### config.mk
export PLATFORM = sky130hd
export DESIGN_NAME = neo_sequencer
export DESIGN_NICKNAME = d
export VERILOG_FILES = /design/src/rtl/neo_sequencer.sv
export SDC_FILE = /design/constraint.sdc
export NUM_CORES = 1
export LEC_CHECK = 0
export CORE_UTILIZATION = 40
export CTS_CLUSTER_DIAMETER = 100
export DETAILED_ROUTE_END_ITERATION = 7
export GPL_ROUTABILITY_DRIVEN = 0
export PLACE_DENSITY = 0.6
export SETUP_SLACK_MARGIN = 0.2
export SLEW_MARGIN = 20
export SYNTH_ARGS = -nofsm -noshare
export SYNTH_HDL_FRONTEND = slang
export SYNTH_SLANG_ARGS = --single-unit
### constraint.sdc
create_clock -name Clk -period 28.2 [get_ports Clk]
set_input_delay 8.46 -clock Clk [delete_from_list [all_inputs] [get_ports Clk]]
set_output_delay 8.46 -clock Clk [all_outputs]
set_load 0.005 [all_outputs]
### src/rtl/neo_sequencer.sv
// rtl/neo_sequencer.sv - NEO frame sequencer: load samples, compute psi into shared memory, stream results
//
// Loads L=M/2 signed samples into memory words 0..L-1, computes
// psi[n] = x[n]^2 - x[n-1]*x[n+1] (x[-1]=x[L]=0) into words L..M-1,
// then streams the results out in order.
//
// Ports:
//   Clk, reset            clock; asynchronous active-high reset
//   start                 1-cycle pulse, begins a frame from IDLE
//   in_valid/in_data/in_ready     sample input handshake
//   mem_raddr/mem_rdata   memory read port (rdata valid one cycle after raddr)
//   mem_we/mem_waddr/mem_wdata    memory write port
//   out_valid/out_data/out_ready  result output handshake
//   busy, done, sat       status: not idle, frame drained pulse, sticky clip flag
module neo_sequencer #(
    parameter int N     = 16,
    parameter int M     = 32,
    parameter int SHIFT = N - 1
) (
    input  logic                   Clk,
    input  logic                   reset,
    input  logic                   start,
    input  logic                   in_valid,
    input  logic [N-1:0]           in_data,
    output logic                   in_ready,
    output logic [$clog2(M)-1:0]   mem_raddr,
    input  logic [N-1:0]           mem_rdata,
    output logic                   mem_we,
    output logic [$clog2(M)-1:0]   mem_waddr,
    output logic [N-1:0]           mem_wdata,
    output logic                   out_valid,
    output logic [N-1:0]           out_data,
    input  logic                   out_ready,
    output logic                   busy,
    output logic                   done,
    output logic                   sat
);

    localparam int AW = $clog2(M);
    localparam int L  = M / 2;

    localparam logic [AW-1:0] LA   = AW'(L);
    localparam logic [AW-1:0] LAST = AW'(L - 1);
    localparam logic [AW-1:0] CEND = AW'(L + 1);
    localparam logic [AW-1:0] TWO  = AW'(2);

    localparam logic signed [2*N:0] MAXV = {{(N+2){1'b0}}, {(N-1){1'b1}}};
    localparam logic signed [2*N:0] MINV = {{(N+2){1'b1}}, {(N-1){1'b0}}};

    localparam logic [2:0] S_IDLE  = 3'd0;
    localparam logic [2:0] S_LOAD  = 3'd1;
    localparam logic [2:0] S_CALC  = 3'd2;
    localparam logic [2:0] S_DRAIN = 3'd3;
    localparam logic [2:0] S_DONE  = 3'd4;

    logic [2:0]          state;
    logic [AW-1:0]       cnt;     // LOAD: sample index, CALC: cycle, DRAIN: accepted count
    logic [AW-1:0]       d_rd;    // DRAIN reads issued
    logic                pend;    // DRAIN read in flight, data arrives this cycle
    logic                ov;
    logic [N-1:0]        od;
    logic signed [N-1:0] prev;
    logic signed [N-1:0] cur;
    logic                sat_r;

    logic signed [N-1:0]   nxt;
    logic signed [2*N-1:0] sq;
    logic signed [2*N-1:0] pr;
    logic signed [2*N:0]   diff;
    logic signed [2*N:0]   shifted;
    logic [N-1:0]          clipped;
    logic                  clip;
    logic                  calc_wr;
    logic                  issue;
    logic                  accept;

    // In CALC cycle c the read data is x[c-1]; past the frame end it is the x[L]=0 boundary.
    assign nxt     = (cnt <= LA) ? mem_rdata : '0;
    assign sq      = (2*N)'(cur) * (2*N)'(cur);
    assign pr      = (2*N)'(prev) * (2*N)'(nxt);
    assign diff    = (2*N+1)'(sq) - (2*N+1)'(pr);
    assign shifted = diff >>> SHIFT;

    always_comb begin
        clip    = 1'b1;
        clipped = shifted[N-1:0];
        if (shifted > MAXV) begin
            clipped = MAXV[N-1:0];
        end else if (shifted < MINV) begin
            clipped = MINV[N-1:0];
        end else begin
            clip = 1'b0;
        end
    end

    assign calc_wr = (state == S_CALC) && (cnt >= TWO);

    // One read in flight at a time; a new read may launch while the held word is being taken.
    assign issue  = (state == S_DRAIN) && (d_rd < LA) && !pend && (!ov || out_ready);
    assign accept = (state == S_DRAIN) && ov && out_ready;

    assign in_ready  = (state == S_LOAD);
    assign mem_we    = ((state == S_LOAD) && in_valid) || calc_wr;
    assign mem_waddr = (state == S_LOAD) ? cnt : (calc_wr ? (LA + cnt - TWO) : '0);
    assign mem_wdata = (state == S_LOAD) ? in_data : (calc_wr ? clipped : '0);

    // Idle read addresses point at a half that is not being written, so read and write never collide.
    always_comb begin
        mem_raddr = '0;
        case (state)
            S_LOAD:  mem_raddr = LA;
            S_CALC:  mem_raddr = (cnt < LA) ? cnt : '0;
            S_DRAIN: mem_raddr = issue ? (LA + d_rd) : LA;
            default: mem_raddr = '0;
        endcase
    end

    assign out_valid = ov;
    assign out_data  = od;
    assign busy      = (state != S_IDLE);
    assign done      = (state == S_DONE);
    assign sat       = sat_r;

    always_ff @(posedge Clk or posedge reset) begin
        if (reset) begin
            state <= S_IDLE;
            cnt   <= '0;
            d_rd  <= '0;
            pend  <= 1'b0;
            ov    <= 1'b0;
            od    <= '0;
            prev  <= '0;
            cur   <= '0;
            sat_r <= 1'b0;
        end else begin
            case (state)
                S_IDLE: begin
                    if (start) begin
                        state <= S_LOAD;
                        cnt   <= '0;
                        d_rd  <= '0;
                        pend  <= 1'b0;
                        ov    <= 1'b0;
                        prev  <= '0;
                        cur   <= '0;
                        sat_r <= 1'b0;
                    end
                end
                S_LOAD: begin
                    if (in_valid) begin
                        if (cnt == LAST) begin
                            state <= S_CALC;
                            cnt   <= '0;
                        end else begin
                            cnt <= cnt + 1'b1;
                        end
                    end
                end
                S_CALC: begin
                    if (cnt != '0) begin
                        prev <= cur;
                        cur  <= nxt;
                    end
                    if (calc_wr && clip) begin
                        sat_r <= 1'b1;
                    end
                    if (cnt == CEND) begin
                        state <= S_DRAIN;
                        cnt   <= '0;
                        d_rd  <= '0;
                        pend  <= 1'b0;
                        ov    <= 1'b0;
                    end else begin
                        cnt <= cnt + 1'b1;
                    end
                end
                S_DRAIN: begin
                    if (accept) begin
                        ov <= 1'b0;
                        if (cnt == LAST) begin
                            state <= S_DONE;
                        end
                        cnt <= cnt + 1'b1;
                    end
                    if (pend) begin
                        ov <= 1'b1;
                        od <= mem_rdata;
                    end
                    pend <= issue;
                    if (issue) begin
                        d_rd <= d_rd + 1'b1;
                    end
                end
                S_DONE: begin
                    state <= S_IDLE;
                end
                default: begin
                    state <= S_IDLE;
                end
            endcase
        end
    end

endmodule
# --- Word-level counts from Yosys, hierarchy flattened ---
# Index checks and enable logic that the tools add are counted.
totals:
  regBits: 64
  in_bits: 37
  out_inout_bits: 48
  wordCells: 106
classes:
  n_addsub: 6
  multipliers: 2
  magnitude_cmp: 6
  n_eq_ne: 16
  n_mux: 41
  n_reduce_logical: 26
ops:
  columns: ["op", "n"]
  rows:
  - ["$mux W16", 8]
  - ["$mul A16 B16 Y32", 2]
  - ["$pmux W16 S2", 2]
  - ["$mux W5", 11]
  - ["$sub A32 B32 Y33", 1]
  - ["$pmux W5 S3", 2]
  - ["$pmux W5 S4", 1]
  - ["$gt A18 B16 Y1 const B", 1]
  - ["$lt A18 B16 Y1 const B", 1]
  - ["$mux W3", 6]
  - ["$pmux W3 S4", 1]
  - ["$reduce_and A4 Y1", 3]
  - ["$add A5 B1 Y5 const B", 2]
  - ["$add A5 B5 Y5 const A", 2]
  - ["$lt A5 B5 Y1 const B", 2]
  - ["$ne A2 B1 Y1 const B", 5]
  - ["$reduce_and A3 Y1", 3]
  - ["$logic_and A1 B1 Y1", 8]
  - ["$ne A2 B2 Y1 const B", 4]
  - ["$mux W1", 7]
  - ["$eq A3 B2 Y1 const B", 2]
  - ["$pmux W1 S3", 2]
  - ["$reduce_and A6 Y1", 1]
  - ["$reduce_bool A3 Y1", 2]
  - ["other kinds (16)", 18]

# --- Longest topological paths before layout ---
logic_depth:
  depth_word: 10
  depth_mapped: 37
  ltp_nobuf: 32

# --- Worst setup path before layout ---
# No wires, ideal clock.
synth_timing:
  path_kind: "input-to-output"
  start: "input mem_rdata[0]"
  end: "output mem_wdata[10]"
  arrival_ps: 15642
  slack_ps: 4098
  path_stages: 28
  path_buffers: 2
  path_cell_list: "and2_1 > clkbuf_1 > nand2_1 > inv_1 > fa_1 > inv_1 > fa_1 > inv_1 > fa_1 > inv_1 > fa_1 > fa_1 > fa_1 > fa_1 > inv_1 > fa_1 > inv_1 > ha_1 > a21oi_1 > o21ai_0 > nor3b_1 > a21boi_2 > o31ai_4 > a21oi_2 > xnor2_2 > a21oi_2 > buf_6 > a221o_1"
synth_between:
  elab_chain_cells: 8
synth_rtl:
  columns: ["item", "line_no", "text"]
  rows:
  - ["from (decl)", "27", "input logic [N-1:0] mem_rdata,"]
  - ["$mux W16 *", "78", "assign nxt = (cnt <= LA) ? mem_rdata : '0;"]
  - ["$mul A16 B16 Y32 *", "80", "assign pr = (2*N)'(prev) * (2*N)'(nxt);"]
  - ["$sub A32 B32 Y33 *", "81", "assign diff = (2*N+1)'(sq) - (2*N+1)'(pr);"]
  - ["$lt A18 B16 Y1", "89", "end else if (shifted < MINV) begin"]
  - ["$mux W16", "89", null]
  - ["$mux W16 *", "87", "if (shifted > MAXV) begin"]
  - ["$mux W16 * (2 in series)", "105", "assign mem_wdata = (state == S_LOAD) ? in_data : (calc_wr ? clipped : '0);"]
  - ["to (decl)", "30", "output logic [N-1:0] mem_wdata,"]
# Mark *: on every way between the ends. The rest lies on a longest branch, timed or not.

# --- Final worst setup path ---
layout_timing:
  start: "input mem_rdata[0]"
  end: "output mem_wdata[3]"
# The elaborated chain is that of the path after synthesis.

==> qor.csv <==
metric,value,unit
worst_pin_slew,1.16,ns
power_density,51.4,nW/um^2
path_max_fanout,17,
hold_viol,0,
grt_usage,0.230,
cpMaxStageDelayCell,inv_1,
status,finished clean,
max_cap_viol_count,0,
final_nets,3154,
fin_tns_setup,0,ns
p_int,0.584,mW
synth_top_area_cell,fa_1,
grt_max_degree,78,
cp-start-kind,input pin,
syn-cell-area,22400,sq um
wl_per_cell,19.6,microns
num_rows,86,
fmax,0.0367,GHz
async_flop_share,1.00,
synth_edf_count,0,
holdWs,0.507,ns
ant_nets,0,
final_util,0.438,
clk_pin_slew,0.06,ns
grt.overflow.total,0,
synth_top_area_frac,0.497,
grt_pass1_vias,17990,
layout_common_cells,"inv_1, fa_1, nand2_1",
period_needed,27.22,ns
drt-pass1-iter-count,5,
seq_area_frac_synth,0.0715,
fin_skew,0.0119,ns
totalWireLength,61.6,mm
ff2ff_setup_slack,17.35,ns
synth_cell_types,58,
dpl.cell_count,3122,
syn_inst,2382,
synth_top_flop_cell,dfrtp_1,
combPwrFrac,0.795,
cts_buffers,9,
layout_commonest_cell,inv_1,
synth_fp_nets,3151,
grt_pass1_wl,99.6,mm
drc_errors,0,
core_area,55200,sq um
io_pins,85,
cts_max_level,3,
clk_latency,0.36,ns
hold_path.class,flop to flop,
crit_required,19.74,ns
cts-resized-gates,0,
hpwlAfterDp,50.5,mm
synthToLayoutAreaGrowth,7.99,%
seq_power_share,0.106,
p_sw_frac,0.531,
drive_above_1_share,0.0285,
switchingPower,0.661,mW
ys_ff_latch,64,
path_class,input pin to output pin,
cts_max_path_buffers,2,
fin_ws,0.977,ns
drt_iter0_markers,1028,
critical_path_arrival,18.76,ns
cts_tree,built,
die_h,239,microns
initial_core_util,0.406,
peakVddDrop,0.0710,mV
clkSinkCount,64,
period_share,0.965,
final_cells,3140,
io_buffers,84,
end_kind,output pin,
antenna_found_initial,1,
max-slew-margin-rel,0.227,
dieArea,56900,sq um
max_stage_delay,0.82,ns
crit_top_cell,fa_1,
synth.avg_cell_area,9.40,sq um
pre_cts_slack,1.08,ns
yosysWarnings,0,
setup_violations,0,
slew_violations,0,
synth_area_leaders,"fa_1, inv_1, ha_1",
vias,15899,
vias_per_cell,5.06,
power_leakage,12.2,nW
cts-root-buf,clkbuf_16,
post_cts_buffers,0,
clockPowerShare,0.098,
rsz0062_at_grt,no,
fp.dieW,239,microns
cts_hold_buf,0,
-- kinds of logic after synthesis --
kind of cell             after synthesis  share of synthesized area
AO/OA/AOI/OAI                        161                     0.0491
XOR/XNOR                              46                     0.0183
adder cells (fa/ha/maj)              732                      0.595
buffers and inverters                777                      0.131
flip-flops                            64                     0.0715
multiplexers                          18                    0.00899
AND/OR/NAND/NOR                      584                      0.126
-- worst max-delay path: cells and delay by family --
kind / cells / cell delay, ns
adders and majority gates: 9 / 4.30
buffers and inverters: 8 / 2.23
and+or+nand+nor: 5 / 2.13
AOI/OAI and AO/OA: 5 / 1.44
xor gates and xnor gates: 1 / 0.20
-- synth_stat cells (all sizes together), types with 3 or more instances --
library cell  instances
o31ai                13
a21o                 12
nor2b                 9
clkbuf              103
nand4                10
nor3                  8
a211oi                8
or2                   4
buf                   5
nor2                 53
nand3                18
and3                113
a221o                15
and2                 68
a22o                  6
o21bai                6
ha                  176
nand2               277
dfrtp                64
mux2                 17
a31oi                 5
a21oi                36
a41oi                 3
inv                 669
o21ai                41
xor2                 16
fa                  556
xnor2                30
nand2b               15
-- layout make-up --
type / count / area (sq um)
timing repair buffer: 100 / 961
tap: 748 / 936
fill: 5410 / 31000
clock buffer: 10 / 239
antenna: 2 / 5.00
sequential: 64 / 1600
inverter: 669 / 2510
multi-input combinational: 1541 / 17900
clock inverter: 6 / 67.6
-- stage by stage --
step | cell area, sq um | power [mW]
after detailed placement | 23900 | 1.11
after CTS | 24200 | 1.24
after global routing | 24200 | 1.35
after global placement | 23900 | 1.09
after floorplan | 22400 | 0.816
final | 24200 | 1.24
-- registers in the layout, indices dropped and copies added, names as in the netlist --
| register | count |
|---|---|
| d_rd | 5 |
| cnt | 5 |
| sat | 1 |
| prev | 16 |
| pend | 1 |
| state | 3 |
| cur | 16 |
| out_data | 16 |
| out_valid | 1 |
-- routing by layer --
| layer | global-route usage | vias up | routed length (microns) |
|---|---|---|---|
| met3 | 0.0179 | 132 | 2590 |
| li1 | - | 7023 | - |
| met4 | 0.0864 | 0 | 2510 |
| met5 | 0 | - | 0 |
| met2 | 0.409 | 458 | 31800 |
| met1 | 0.292 | 8286 | 24700 |
-- power by group through the flow --
| stage | Clock [mW] | Sequential (mW) | Combinational [mW] |
|---|---|---|---|
| after floorplan | 0 | 0.124 | 0.692 |
| after global placement | 0 | 0.132 | 0.960 |
| after detailed placement | 0 | 0.133 | 0.978 |
| after CTS | 0.123 | 0.132 | 0.983 |
| after global routing | 0.127 | 0.135 | 1.09 |
| final | 0.122 | 0.132 | 0.990 |
-- worst paths after layout --
check / from / end / cells after the start
worst max-delay path: mem_rdata[0] / mem_wdata[3] / 28
worst min-delay path: out_data[11] / out_data[11] / 1
worst max register to register: cnt[1] / sat / 30
worst min register to register: out_data[11] / out_data[11] / 1
max in group asynchronous: reset / prev[13] / 3
min in group asynchronous: reset / state[0] / 3
No activity file was read; power rests on OpenSTA's default activity.
